<file path="config.mk">
export PLATFORM = sky130hd
export DESIGN_NAME = sw_debounce
export DESIGN_NICKNAME = d
export VERILOG_FILES = /design/src/rtl/sw_debounce.sv
export SDC_FILE = /design/constraint.sdc
export NUM_CORES = 1
export LEC_CHECK = 0
export BUFFER_PORTS_ARGS = -buffer_cell sky130_fd_sc_hd__clkbuf_2
export CORE_MARGIN = 10
export CORE_UTILIZATION = 40
export CTS_CLUSTER_DIAMETER = 60
export CTS_CLUSTER_SIZE = 8
export DETAILED_ROUTE_END_ITERATION = 10
export GPL_TIMING_DRIVEN = 1
export SLEW_MARGIN = 20
export SYNTH_ARGS = -nofsm -noshare
export SYNTH_HDL_FRONTEND = slang
export SYNTH_SLANG_ARGS = --single-unit
</file>
<file path="constraint.sdc">
create_clock -name io_mainClk -period 6.5 [get_ports io_mainClk]
set_input_delay 0.65 -clock io_mainClk [delete_from_list [all_inputs] [get_ports io_mainClk]]
set_output_delay 0.65 -clock io_mainClk [all_outputs]
set_load 0.02 [all_outputs]
</file>
<file path="src/rtl/sw_debounce.sv">
// Per-channel switch debouncer: two-flop synchronizer, stability counter,
// registered level / change-pulse / sticky-change outputs.
module sw_debounce #(
    parameter int WIDTH           = 8,
    parameter int DEBOUNCE_CYCLES = 1000000
) (
    input  logic             io_mainClk,
    input  logic             io_asyncReset,
    input  logic [WIDTH-1:0] sw_raw,
    output logic [WIDTH-1:0] sw_stable,
    output logic [WIDTH-1:0] sw_changed,
    output logic [WIDTH-1:0] sw_sticky,
    input  logic [WIDTH-1:0] sw_clear
);

    localparam int            CW       = $clog2(DEBOUNCE_CYCLES + 1);
    localparam logic [CW-1:0] CNT_LAST = CW'(DEBOUNCE_CYCLES - 1);
    localparam logic [CW-1:0] CNT_ONE  = CW'(1);

    logic [WIDTH-1:0] sync1_q;
    logic [WIDTH-1:0] sync2_q;
    logic [CW-1:0]    cnt_q [WIDTH];
    logic [CW-1:0]    cnt_d [WIDTH];
    logic [WIDTH-1:0] stable_q,  stable_d;
    logic [WIDTH-1:0] changed_q, changed_d;
    logic [WIDTH-1:0] sticky_q,  sticky_d;
    logic [WIDTH-1:0] accept;

    // A channel accepts its new level once the synchronized input has
    // disagreed with the stable level for DEBOUNCE_CYCLES edges in a row.
    always_comb begin
        accept = '0;
        for (int i = 0; i < WIDTH; i++) begin
            cnt_d[i] = cnt_q[i];
            if (sync2_q[i] == stable_q[i]) begin
                cnt_d[i] = '0;
            end else if (cnt_q[i] == CNT_LAST) begin
                cnt_d[i]  = '0;
                accept[i] = 1'b1;
            end else begin
                cnt_d[i] = cnt_q[i] + CNT_ONE;
            end
        end
        stable_d  = stable_q ^ accept;
        changed_d = accept;
        // A newly accepted change outranks a coincident clear.
        sticky_d  = accept | (sticky_q & ~sw_clear);
    end

    always_ff @(posedge io_mainClk or posedge io_asyncReset) begin
        if (io_asyncReset) begin
            sync1_q   <= '0;
            sync2_q   <= '0;
            stable_q  <= '0;
            changed_q <= '0;
            sticky_q  <= '0;
            for (int i = 0; i < WIDTH; i++) begin
                cnt_q[i] <= '0;
            end
        end else begin
            sync1_q   <= sw_raw;
            sync2_q   <= sync1_q;
            stable_q  <= stable_d;
            changed_q <= changed_d;
            sticky_q  <= sticky_d;
            for (int i = 0; i < WIDTH; i++) begin
                cnt_q[i] <= cnt_d[i];
            end
        end
    end

    assign sw_stable  = stable_q;
    assign sw_changed = changed_q;
    assign sw_sticky  = sticky_q;

endmodule

</file>
After elaboration in Yosys (flattened, before gate mapping):

Index checks and enable logic that the tools add are counted.

* add/sub/neg operators: 8
* equality and inequality tests: 16
* mux-type cells: 32
* shift operators: 0
* $lt $le $gt $ge: 0
* div/mod/pow operators: 0
* bitwise operators: 4
* multiply operators: 0
* reduce and logical (&&, ||, !) cells: 0

Operator list (number)
* 20-bit two-way mux: 16
* 20-bit by 1-bit adder with 20-bit output, second input constant: 8
* 20-bit equality test, second input constant: 8
* 1-bit two-way mux: 16
* 8-bit AND: 1
* 1-bit equality test: 8
* 8-bit NOT: 1
* 8-bit bitwise OR: 1
* 8-bit bitwise XOR: 1

* RAM bits: 0
* output and inout port bits: 24
* memories: 0
* bits in latches: 0
* bits in read-only memories: 0
* bits in registers: 200
* input port bits: 18

Longest topological paths before layout:

Gate-level depths: netlist of run 1.

* depth after elaboration: 4
* gate-level depth with buffers: 6
* mapped depth without buffers: 5

Worst setup path before layout of run 1:

No wires, ideal clock.

* path kind: register to register
* start point: register cnt_q[60] (netlist bit)
* end point: register cnt_q[78] (netlist bit)
* period minus slack after synthesis: 1969 ps
* setup time: 78 ps
* cell stages (with the launch flop): 7
* setup slack: 4531 ps
* path buffers: 1
* required time: 6422 ps
* data arrival time: 1891 ps
* cell sequence: dfrtp_1 > ha_1 > nand2_1 > or4_1 > buf_2 > or4_1 > a21oi_1

RTL lines
* start: declaration: RTL line 22 `logic [CW-1:0] cnt_q [WIDTH];`
* start signal: indexed assignment: RTL line 67 `cnt_q[i] <= cnt_d[i];`

==> metrics.json, run 1 <==
{
  "first_global_vias": {"value": 6689},
  "synth_compound_gate_area_share": {"value": 7.589, "unit": "%"},
  "synth_async_sr_flop_share": {"value": 100.0, "unit": "%"},
  "crit_path_max_fanout": {"value": 12},
  "outcome": {"value": "complete, no violations"},
  "maximum_number_of_pins_on_one_net_before_global_route_repair": {"value": 132},
  "hold_viol": {"value": 0},
  "mappedNetlistArea": {"value": 9365, "unit": "um2"},
  "detailed_place_hpwl": {"value": 11700, "unit": "um"},
  "max_cap_viol_count": {"value": 0},
  "cts_root_buf": {"value": "clkbuf_16"},
  "path_clk_slew": {"value": 0.07, "unit": "ns"},
  "synth_top_cell_by_area": {"value": "dfrtp_1"},
  "buffer_ports.inserted": {"value": 41},
  "finalSetupTns": {"value": 0, "unit": "ns"},
  "min_period_over_period": {"value": 34.00, "unit": "%"},
  "syn2layout_area_growth": {"value": 12.26, "unit": "%"},
  "worst_hold_path_type": {"value": "primary input to flop"},
  "gp_routability_congestion": {"value": 0.7690},
  "largest_family_of_logic_cells_by_synthesized_area": {"value": "simple AND/OR/NAND/NOR gates"},
  "clk-insertion-delay-late": {"value": 0.43, "unit": "ns"},
  "rows": {"value": 55},
  "globalRoute.totalOverflow": {"value": 0},
  "required_worst_endpoint": {"value": 6.81, "unit": "ns"},
  "ff_latch_area": {"value": 5005, "unit": "um2"},
  "power_density": {"value": 230.8, "unit": "nW/um2"},
  "synth.yosys.warnings": {"value": 0},
  "drive_above_1_share": {"value": 10.36, "unit": "%"},
  "fp.dieArea": {"value": 29930, "unit": "um2"},
  "setup_ws_pre_cts": {"value": 4.068, "unit": "ns"},
  "synth_top_flop_cell": {"value": "dfrtp_1"},
  "synth_xor_area_share": {"value": 9.726, "unit": "%"},
  "antenna_cells": {"value": 0},
  "io_pins": {"value": 42},
  "crit_path_start_kind": {"value": "flop"},
  "synth.mux.area_fraction": {"value": 0.9619, "unit": "%"},
  "dr_total_vias": {"value": 6798},
  "post_synth.cell_area_avg": {"value": 10.08, "unit": "um2"},
  "clock.fmax": {"value": 452.4, "unit": "MHz"},
  "cts_hold_buf": {"value": 0},
  "multi_input_logic_area": {"value": 4124, "unit": "um2"},
  "setup_repair_after_global_routing_missed_its_margin": {"value": "false"},
  "clock_tree_from_tritoncts": {"value": "built"},
  "cts-buffers-inserted": {"value": 17},
  "final_period_minus_worst_setup_slack": {"value": 2.210, "unit": "ns"},
  "detailedRoute.firstPassIterationCount": {"value": 4},
  "max-vdd-ir-drop": {"value": 0.1678, "unit": "mV"},
  "route.detailed.drc": {"value": 0},
  "critical_path.top_delay_family": {"value": "compound AO/OA/AOI/OAI gates"},
  "worst_ep_arrival": {"value": 2.52, "unit": "ns"},
  "critical-path-max-stage-delay": {"value": 0.76, "unit": "ns"},
  "syn_inst": {"value": 929},
  "cts-root-to-sink-buffers": {"value": 2},
  "remaining_antenna_violation_count_after_routing": {"value": 0},
  "post-route-worst-setup-slack": {"value": 4.290, "unit": "ns"},
  "worst_slew_margin_rel": {"value": 34.32, "unit": "%"},
  "number_of_filler_instances_in_the_final_layout": {"value": 2153},
  "critical_path.endpoint_type": {"value": "flop"},
  "crit_path_cell_trace": {"value": "nor4_1, nand4b_1, o41ai_2, buf_4, a21oi_1"},
  "detail_route.iter0.violations": {"value": 422},
  "synth_edf_count": {"value": 0},
  "syn_nets": {"value": 955},
  "report.final.slew_viol_count": {"value": 0},
  "final.setup_skew": {"value": 0.008508, "unit": "ns"},
  "path_buf_inv": {"value": 1},
  "wirelength": {"value": 17470, "unit": "um"},
  "coreArea": {"value": 22850, "unit": "um2"},
  "yosys_register_bits": {"value": 200},
  "gr-usage-all-layers": {"value": 11.98, "unit": "%"},
  "yosys.area.top_type_share": {"value": 53.44, "unit": "%"},
  "synth.most_common_cell": {"value": "dfrtp_1"},
  "worst_slew_pin_slew": {"value": 0.9818, "unit": "ns"},
  "synth_simple_gate_area_share": {"value": 24.69, "unit": "%"},
  "synth_sequential_area_ratio": {"value": 53.44, "unit": "%"},
  "floorplan.initialDensity": {"value": 40.99, "unit": "%"},
  "power_leakage": {"value": 4.214, "unit": "nW"},
  "die_width": {"value": 173.0, "unit": "um"},
  "cts_setup_buffers": {"value": 0},
  "post_synth_num_cell_types": {"value": 44},
  "wl_per_cell": {"value": 13.46, "unit": "um"},
  "criticalPathCategory": {"value": "flop to flop"},
  "synth.area.top_cells": {"value": "dfrtp_1 (53%), xnor2_1 (6.8%), nor2_1 (5.0%)"},
  "setup_viol_count_final": {"value": 0},
  "critical-path-slowest-cell": {"value": "o41ai_2"},
  "synth_top_cells_by_count": {"value": "dfrtp_1 (200), nor2_1 (124), xnor2_1 (73)"},
  "die_h": {"value": 173.0, "unit": "um"},
  "antenna_violations_before_repair": {"value": 0},
  "wire_length_of_the_first_global_routing_pass": {"value": 31080, "unit": "um"},
  "cts_sinks": {"value": 200},
  "detail_route.vias_per_cell": {"value": 5.237},
  "synth-adder-area-share": {"value": 1.069, "unit": "%"},
  "ctsResizeCount": {"value": 0},
  "layout.nets": {"value": 998},
  "h-tree-depth": {"value": 4}
}
report_power, final:
group          switching [mW]  leakage, nW  total (mW)  internal [mW]
registers              0.0145         2.74        1.28           1.26
clock network           0.488        0.284        1.08          0.587
logic                  0.0538         1.19      0.0758         0.0220
total                   0.556         4.21        2.43           1.87
cell families (layout without fill, tap and decap cells):
group,count (synthesis),in the layout
mux,8,8
fa+ha+maj,8,8
buf+inv,61,117
flops,200,200
xor+xnor,104,104
simple gates,437,437
compound gates,111,111
through the flow:
stage | instances | hold slack, ns | power [mW] | cell area [um2] | util (%)
after floorplan | 929 | 0.3312 | 1.352 | 9365 | -
after global placement | 1266 | 0.3318 | 1.378 | 9913 | 43.39
after detailed placement | 1266 | 0.3362 | 1.379 | 9913 | 43.39
after CTS | 1298 | 0.2916 | 2.472 | 10510 | 46.02
after global routing | 1298 | 0.2996 | 2.535 | 10510 | 46.02
final | 1298 | 0.3151 | 2.426 | 10510 | 46.02
layout by cell type (no fill, tap or decap), types with 3 or more instances in the layout:
master      synthesis  routed
xor2_1             31      31
clkbuf_16           0      17
nand2_1            51      51
a21oi_1            47      47
dfrtp_1           200     200
nand3b_1            3       3
nor4b_1             4       4
mux2_2              8       8
nor3_1             23      23
inv_6               0       4
or4_1              27      27
nor2_1            124     124
a31o_2              3       3
or2_0               3       3
o22ai_1             8       8
inv_8               0       3
nand3_1            56      56
o21ai_0            27      27
nand4b_1            8       8
xnor2_1            73      73
o31ai_1            18      18
and3_1             23      23
clkinvlp_4          0       4
or4b_1              3       3
clkbuf_2            0      41
inv_1              40      39
ha_1                8       8
and2_1              8       8
and4_1              3       3
nor4_1             27      27
or3_1              29      29
buf_4               0       4
nand4_1            33      33
routing by layer:
layer / track usage, % / wire length [um]
met5: 0 / 0
met4: 3.881 / 206
met3: 2.701 / 535
met2: 19.01 / 8030
met1: 15.88 / 8701
sequential cells by signal, summed over array words and instances, names as in the netlist, named ones only:
signal      flops
sync1_q         8
sw_changed      8
sync2_q         8
sw_sticky       8
cnt_q         160
area by class of cell:
cell class / count / area share [%]
Timing Repair Buffer: 45 / 2.237
Clock inverter: 14 / 1.535
Clock buffer: 18 / 4.177
Multi-Input combinational cell: 668 / 39.22
Inverter: 40 / 1.499
Sequential cell: 200 / 47.60
Tap cell: 313 / 3.725
worst register-to-register path: cells and delay by family (launching register included):
kind | cells | cell delay, ns
compound gates | 2 | 0.82
simple gates | 2 | 0.50
flops | 1 | 0.43
buf+inv | 1 | 0.33
worst paths after layout:
check / endpoint / startpoint / cells past startpoint / slack, ns
worst min register to register: sync2_q[2] / sync1_q[2] / 0 / 0.35
min in group asynchronous: sw_sticky[5] / io_asyncReset / 2 / 0.37
max in group asynchronous: sync2_q[3] / io_asyncReset / 3 / 4.75
worst min-delay path: sync1_q[5] / sw_raw[5] / 1 / 0.32
worst max-delay path: cnt_q[138] / cnt_q[132] / 5 / 4.29
worst max register to register: cnt_q[138] / cnt_q[132] / 5 / 4.29
Power figures use the tool's default switching activity.
==> inputs of run 2 (changes only) <==
==> constraint.sdc (replaced) <==
create_clock -name io_mainClk -period 1.83 [get_ports io_mainClk]
set_input_delay 0.183 -clock io_mainClk [delete_from_list [all_inputs] [get_ports io_mainClk]]
set_output_delay 0.183 -clock io_mainClk [all_outputs]
set_load 0.02 [all_outputs]
==> run 2 against run 1 <==
Against the previous run: the run now ends with negative setup slack left; maximum frequency up 21%; largest cell class unchanged; clock power rose to 3.7 times the previous value; sequential power increased to 3.5 times the previous value; die area is the same; sequential cell count unchanged; non-clock buffer count grew 151; global-route usage grew 1.2 points.
==> metrics.json, run 2 (synthesis results as in run 1) <==
{
  "first_global_vias": {"value": 7446, "change": "+11%"},
  "largest_register": {"value": "cnt_q"},
  "detailedRoute.firstPassIterationCount": {"value": 4, "change": "unchanged"},
  "crit_path_start_kind": {"value": "flop"},
  "clock.fmax": {"value": 545.3, "unit": "MHz", "change": "+21%"},
  "finalSetupTns": {"value": -0.006401, "unit": "ns", "change": "-0.006401 ns"},
  "power_leakage": {"value": 5.032, "unit": "nW", "change": "+19%"},
  "fp.dieArea": {"value": 29930, "unit": "um2", "change": "unchanged"},
  "post-route-util": {"value": 53.26, "unit": "%", "change": "+7.2 points"},
  "rr_worst_depth": {"value": 6, "change": "+1"},
  "buffer_ports.inserted": {"value": 41, "change": "unchanged"},
  "io_pins": {"value": 42, "change": "unchanged"},
  "clk-insertion-delay-late": {"value": 0.42, "unit": "ns", "change": "about the same"},
  "power_density": {"value": 732.7, "unit": "nW/um2", "change": "+220%"},
  "layout.nets": {"value": 1149, "change": "+15%"},
  "remaining_antenna_violation_count_after_routing": {"value": 0, "change": "unchanged"},
  "path_clk_slew": {"value": 0.07, "unit": "ns", "change": "about the same"},
  "report.final.slew_viol_count": {"value": 0, "change": "unchanged"},
  "mostFrequentLayoutCells": {"value": "dfrtp_1 (196), buf_4 (124), nor2_1 (104), xnor2_1 (73), nand3_1 (52)"},
  "gp_routability_congestion": {"value": 0.7890, "change": "+2.6%"},
  "critical-path-max-stage-delay": {"value": 0.50, "unit": "ns", "change": "-0.26 ns"},
  "wire_length_of_the_first_global_routing_pass": {"value": 34380, "unit": "um", "change": "+11%"},
  "numPlacedInstances": {"value": 1390, "change": "+9.8%"},
  "criticalPathCategory": {"value": "flop to flop"},
  "required_worst_endpoint": {"value": 2.14, "unit": "ns", "change": "-4.67 ns"},
  "worst_slew_margin_rel": {"value": 69.58, "unit": "%", "change": "+35 points"},
  "maximum_number_of_pins_on_one_net_before_global_route_repair": {"value": 85, "change": "-36%"},
  "syn2layout_area_growth": {"value": 29.93, "unit": "%"},
  "detailed_place_hpwl": {"value": 13600, "unit": "um", "change": "+16%"},
  "drive_above_1_share": {"value": 26.10, "unit": "%", "change": "+16 points"},
  "wirelength": {"value": 19400, "unit": "um", "change": "+11%"},
  "h-tree-depth": {"value": 4, "change": "unchanged"},
  "die_h": {"value": 173.0, "unit": "um", "change": "unchanged"},
  "stdcell_area": {"value": 12170, "unit": "um2", "change": "+16%"},
  "layout_cells_excl_fill": {"value": 1447, "change": "+11%"},
  "critical_path.endpoint_type": {"value": "flop"},
  "coreArea": {"value": 22850, "unit": "um2", "change": "unchanged"},
  "worst_ep_arrival": {"value": 2.14, "unit": "ns", "change": "-0.38 ns"},
  "post-route-worst-setup-slack": {"value": -0.003718, "unit": "ns", "change": "-4.293 ns"},
  "outcome": {"value": "finished with violations"},
  "min_delay_path_depth": {"value": 0, "change": "-1"},
  "wl_per_cell": {"value": 13.40, "unit": "um", "change": "-0.41%"},
  "cts_sinks": {"value": 200, "change": "unchanged"},
  "min_period_over_period": {"value": 100.2, "unit": "%", "change": "+66 points"},
  "cts-buffers-inserted": {"value": 17, "change": "unchanged"},
  "worst_hold_path_type": {"value": "flop to flop"},
  "dr_total_vias": {"value": 7303, "change": "+7.4%"},
  "gr-usage-all-layers": {"value": 13.22, "unit": "%", "change": "+1.2 points"},
  "floorplan.initialDensity": {"value": 40.99, "unit": "%", "change": "unchanged"},
  "worst_slew_pin_slew": {"value": 0.4528, "unit": "ns", "change": "-0.5290 ns"},
  "final_period_minus_worst_setup_slack": {"value": 1.834, "unit": "ns", "change": "-0.3766 ns"},
  "dpl-instance-area": {"value": 10960, "unit": "um2", "change": "+11%"},
  "rows": {"value": 55, "change": "unchanged"},
  "failed_checks": {"value": "negative setup slack"},
  "antenna_cells": {"value": 0, "change": "unchanged"},
  "max_cap_viol_count": {"value": 0, "change": "unchanged"},
  "cts_root_buf": {"value": "clkbuf_16"},
  "detail_route.vias_per_cell": {"value": 5.047, "change": "-3.6%"},
  "worst_hold_slack": {"value": 0.3493, "unit": "ns", "change": "+0.03422 ns"},
  "globalRoute.totalOverflow": {"value": 0, "change": "unchanged"},
  "max-vdd-ir-drop": {"value": 0.6486, "unit": "mV", "change": "+290%"},
  "most_common_cell_after_layout_fill_and_taps_aside": {"value": "dfrtp_1"},
  "die_width": {"value": 173.0, "unit": "um", "change": "unchanged"},
  "worst_path_most_repeated_cell": {"value": "buf_6"},
  "setup_ws_pre_cts": {"value": -0.05019, "unit": "ns", "change": "-4.118 ns"},
  "cts-root-to-sink-buffers": {"value": 2, "change": "unchanged"},
  "detail_route.iter0.violations": {"value": 403, "change": "-4.5%"},
  "final.setup_skew": {"value": 0.008949, "unit": "ns", "change": "+0.0004406 ns"},
  "setup_viol_count_final": {"value": 3, "change": "+3"},
  "critical-path-slowest-cell": {"value": "or4b_4"},
  "crit_path_cell_trace": {"value": "nand3_2, or4b_4, buf_6, o31ai_4, buf_6, nor2_4"},
  "setup_repair_after_global_routing_missed_its_margin": {"value": "true"},
  "finalPower": {"value": 8.916, "unit": "mW", "change": "+270%"},
  "crit_path_max_fanout": {"value": 6, "change": "-6"},
  "route.detailed.drc": {"value": 0, "change": "unchanged"},
  "hold_viol": {"value": 0, "change": "unchanged"},
  "clock_tree_from_tritoncts": {"value": "built"},
  "antenna_violations_before_repair": {"value": 0, "change": "unchanged"},
  "largest_register_ff_count": {"value": 160, "change": "unchanged"}
}
run 2: final timing paths:
kind	endpoint	start	slack (ns)
worst max-delay path	cnt_q[24]	cnt_q[37]	-0.004
worst min-delay path	sync2_q[1]	sync1_q[1]	0.35
worst max register to register	cnt_q[24]	cnt_q[37]	-0.004
worst min register to register	sync2_q[1]	sync1_q[1]	0.35
max in group asynchronous	cnt_q[152]	io_asyncReset	0.95
min in group asynchronous	sw_changed[0]	io_asyncReset	0.45
run 2: final cells by class:
cell class                      count  area (um2)
Multi-Input combinational cell    668        4449
Fill cell                        2098       10680
Timing Repair Buffer              196        1539
Clock buffer                       20       456.7
Inverter                           40       153.9
Sequential cell                   200        5010
Tap cell                          313       391.6
Clock inverter                     10       167.7
run 2: per-layer routing:
| layer | vias to the layer above | wire length (um) | global-route usage [%] |
|---|---|---|---|
| met1 | 3555 | 9279 | 17.31 |
| met2 | 46 | 9535 | 21.92 |
| met3 | 10 | 417 | 2.723 |
| li1 | 3692 | - | - |
| met5 | - | 0 | 0 |
| met4 | 0 | 165 | 3.198 |
run 2: power by group:
group | switching [mW] | internal [mW]
registers | 0.0459 | 4.48
clock network | 1.59 | 2.36
logic | 0.244 | 0.192
total | 1.88 | 7.03
run 2: worst max-delay path, delay by kind of cell (launching register included):
family	cells	cell delay, ns
AOI/OAI and AO/OA	1	0.34
buffers and inverters	2	0.35
DFF	1	0.38
and+or+nand+nor	3	0.64
run 2: timing repair:
| action | 4_1_cts | 5_1_grt |
|---|---|---|
| pin swaps | 0 | 21 |
| hold buffers | 17 | 0 |
| endpoints found under the setup margin | 2 | 100 |
| endpoints found under the hold margin | 216 | 0 |
| gates resized for setup | 2 | 80 |
| gates cloned | 0 | 4 |
| setup buffers | 0 | 6 |
==> inputs of run 3 (changes only) <==
--- a/config.mk
+++ b/config.mk
@@ -12,6 +12,7 @@
 export CTS_CLUSTER_SIZE = 8
 export DETAILED_ROUTE_END_ITERATION = 10
 export GPL_TIMING_DRIVEN = 1
+export REMOVE_ABC_BUFFERS = 1
 export SLEW_MARGIN = 20
 export SYNTH_ARGS = -nofsm -noshare
 export SYNTH_HDL_FRONTEND = slang
==> run 3 against run 2 <==
Against the previous run: the run still ends with negative setup slack left; critical path depth decreased by 1; via count increased by 1.7%; die area unchanged; sequential power about the same; first-iteration DRC count decreased by 14%; setup slack got worse by 0.015 ns; power increased by 0.20%; largest cell class unchanged; highest routed layer unchanged.
==> metrics.json, run 3 (synthesis results as in run 1) <==
{
  "post-route-worst-setup-slack": {"value": -0.01867, "unit": "ns", "change": "-0.01495 ns"},
  "stdcell_area": {"value": 12290, "unit": "um2", "change": "+0.98%"},
  "dr_total_vias": {"value": 7426, "change": "+1.7%"},
  "critical_path.endpoint_type": {"value": "flop"},
  "antenna_cells": {"value": 0, "change": "unchanged"},
  "r2r-start": {"value": "cnt_q[8]"},
  "largest_register_ff_count": {"value": 160, "change": "unchanged"},
  "layout_cells_excl_fill": {"value": 1458, "change": "+0.76%"},
  "coreArea": {"value": 22850, "unit": "um2", "change": "unchanged"},
  "cts-root-to-sink-buffers": {"value": 2, "change": "unchanged"},
  "fp.dieArea": {"value": 29930, "unit": "um2", "change": "unchanged"},
  "failed_checks": {"value": "negative setup slack"},
  "rr_worst_depth": {"value": 5, "change": "-1"},
  "final_period_minus_worst_setup_slack": {"value": 1.849, "unit": "ns", "change": "+0.01495 ns"},
  "globalRoute.totalOverflow": {"value": 0, "change": "unchanged"},
  "buffer_ports.inserted": {"value": 41, "change": "unchanged"},
  "die_h": {"value": 173.0, "unit": "um", "change": "unchanged"},
  "clock_tree_from_tritoncts": {"value": "built"},
  "setup_repair_after_global_routing_missed_its_margin": {"value": "true"},
  "clock.fmax": {"value": 540.9, "unit": "MHz", "change": "-0.81%"},
  "worst_slew_margin_rel": {"value": 71.47, "unit": "%", "change": "+1.9 points"},
  "most_common_cell_after_layout_fill_and_taps_aside": {"value": "dfrtp_1"},
  "largest_register": {"value": "cnt_q"},
  "detail_route.iter0.violations": {"value": 347, "change": "-14%"},
  "min_period_over_period": {"value": 101.0, "unit": "%", "change": "+0.82 points"},
  "h-tree-depth": {"value": 4, "change": "unchanged"},
  "io_pins": {"value": 42, "change": "unchanged"},
  "worst_slew_pin_slew": {"value": 0.4247, "unit": "ns", "change": "-0.02806 ns"},
  "number_of_filler_instances_in_the_final_layout": {"value": 2066, "change": "-1.5%"},
  "setup_ws_pre_cts": {"value": -0.2523, "unit": "ns", "change": "-0.2021 ns"},
  "gp_routability_congestion": {"value": 0.8008, "change": "+1.5%"},
  "cts_root_buf": {"value": "clkbuf_16"},
  "rows": {"value": 55, "change": "unchanged"},
  "power_density": {"value": 727.0, "unit": "nW/um2", "change": "-0.77%"},
  "post-route-util": {"value": 53.78, "unit": "%", "change": "+0.52 points"},
  "numPlacedInstances": {"value": 1398, "change": "+0.58%"},
  "route.detailed.drc": {"value": 0, "change": "unchanged"},
  "first_global_vias": {"value": 7317, "change": "-1.7%"},
  "wire_length_of_the_first_global_routing_pass": {"value": 34090, "unit": "um", "change": "-0.82%"},
  "cts_sinks": {"value": 200, "change": "unchanged"},
  "clk-insertion-delay-late": {"value": 0.44, "unit": "ns", "change": "+0.02 ns"},
  "remaining_antenna_violation_count_after_routing": {"value": 0, "change": "unchanged"},
  "setup_viol_count_final": {"value": 12, "change": "+9"},
  "path_clk_slew": {"value": 0.07, "unit": "ns", "change": "about the same"},
  "gr-usage-all-layers": {"value": 13.12, "unit": "%", "change": "-0.097 points"},
  "dpl-instance-area": {"value": 10950, "unit": "um2", "change": "about the same"},
  "floorplan.initialDensity": {"value": 40.99, "unit": "%", "change": "unchanged"},
  "cts-buffers-inserted": {"value": 17, "change": "unchanged"},
  "drive_above_1_share": {"value": 28.65, "unit": "%", "change": "+2.5 points"},
  "max_cap_viol_count": {"value": 0, "change": "unchanged"},
  "antenna_violations_before_repair": {"value": 0, "change": "unchanged"},
  "power_leakage": {"value": 5.072, "unit": "nW", "change": "+0.79%"},
  "regToRegSetupSlack": {"value": -0.02, "unit": "ns", "change": "about the same"},
  "report.final.slew_viol_count": {"value": 0, "change": "unchanged"},
  "crit_path_start_kind": {"value": "flop"},
  "maximum_number_of_pins_on_one_net_before_global_route_repair": {"value": 52, "change": "-39%"},
  "hold_viol": {"value": 0, "change": "unchanged"},
  "detail_route.vias_per_cell": {"value": 5.093, "change": "+0.92%"},
  "outcome": {"value": "finished with violations"},
  "worst_ep_arrival": {"value": 2.18, "unit": "ns", "change": "+0.04 ns"},
  "die_width": {"value": 173.0, "unit": "um", "change": "unchanged"},
  "wl_per_cell": {"value": 13.56, "unit": "um", "change": "+1.1%"},
  "final.setup_skew": {"value": 0.01172, "unit": "ns", "change": "+0.002770 ns"},
  "wirelength": {"value": 19760, "unit": "um", "change": "+1.9%"},
  "syn2layout_area_growth": {"value": 31.20, "unit": "%"},
  "detailedRoute.firstPassIterationCount": {"value": 5, "change": "+1"},
  "mostFrequentLayoutCells": {"value": "dfrtp_1 (199), buf_4 (133), nor2_1 (93), xnor2_1 (73), nand3_1 (54)"},
  "reg_to_reg_endpoint": {"value": "cnt_q[11]"},
  "detailed_place_hpwl": {"value": 13450, "unit": "um", "change": "-1.1%"},
  "worst_hold_path_type": {"value": "primary input to asynchronous set/reset pin"},
  "required_worst_endpoint": {"value": 2.16, "unit": "ns", "change": "+0.02 ns"},
  "max-vdd-ir-drop": {"value": 0.4502, "unit": "mV", "change": "-31%"},
  "layout.nets": {"value": 1158, "change": "+0.78%"},
  "crit_path_max_fanout": {"value": 5, "change": "-1"},
  "criticalPathCategory": {"value": "flop to flop"}
}
==> run 3: cell types whose count changed in the layout (fill, tap and decap cells not counted), moves of 3 or more <==
cell and change:
a21oi_1 -12, a21oi_2 +12, buf_4 +9, dfrtp_1 +3, dfrtp_2 -3, inv_8 +4
nor2_1 -11, nor2_2 +7, nor2_4 +4
==> run 3: through the flow <==
stage / hold slack (ns) / TNS (ns) / total power, mW
finish: 0.2963 / -0.1313 / 8.933
global route: 0.3335 / -3.085 / 9.317
CTS: 0.3051 / -0.07721 / 9.018
detailed placement: 0.2261 / -6.498 / 4.976
global placement: 0.2208 / -2.996 / 4.971
floorplan: 0.2144 / -769.99 / 4.795
==> run 3: what timing repair did <==
item,CTS,global route
setup endpoints to repair,49,86
hold endpoints to repair,61,0
gates cloned,1,3
pin swaps,6,40
buffers inserted,0,7
hold buffers,17,0
resized for setup,17,97
==> run 3: routing by layer <==
metal / global-route usage, % / up-vias / wire length, um
li1: - / 3706 / -
met1: 17.30 / 3647 / 9593
met2: 21.20 / 62 / 9504
met3: 3.049 / 11 / 499
met4: 3.521 / 0 / 166
met5: 0 / - / 0
==> run 3: worst max-delay path: stages (launching register included) <==
cell and delay (ns):
dfrtp_1 0.38, or4b_4 0.55, nor4_4 0.32, a31o_4 0.27, clkbuf_16 0.18, nor2_2 0.04
==> run 3: how the worst max path moves through the flow <==
| stage | start | end | slack (ns) | cells after the start |
|---|---|---|---|---|
| 2_1_floorplan | io_asyncReset | asynchronous set/reset pin | -3.81 | 1 |
| 4_1_cts | cnt_q[133] | cnt_q[127] | -0.02 | 6 |
| 3_5_place_dp | cnt_q[15] | cnt_q[12] | -0.25 | 5 |
| 5_1_grt | cnt_q[60] | cnt_q[74] | -0.09 | 6 |
| 6_report | cnt_q[8] | cnt_q[11] | -0.02 | 5 |
| 3_3_place_gp | cnt_q[15] | cnt_q[17] | -0.14 | 5 |
==> run 3: power breakdown <==
part	internal (mW)	switching (mW)
clock	2.19	1.78
sequential	4.48	0.0430
combinational	0.197	0.252
==> run 3: layout make-up <==
type / instances / area, um2 / area share [%]
Clock buffer: 17 / 425.4 / 3.462
Tap cell: 313 / 391.6 / 3.187
Inverter: 40 / 157.7 / 1.283
Clock inverter: 15 / 191.4 / 1.558
Multi-Input combinational cell: 668 / 4521 / 36.79
Sequential cell: 200 / 5006 / 40.74
Timing Repair Buffer: 205 / 1594 / 12.97
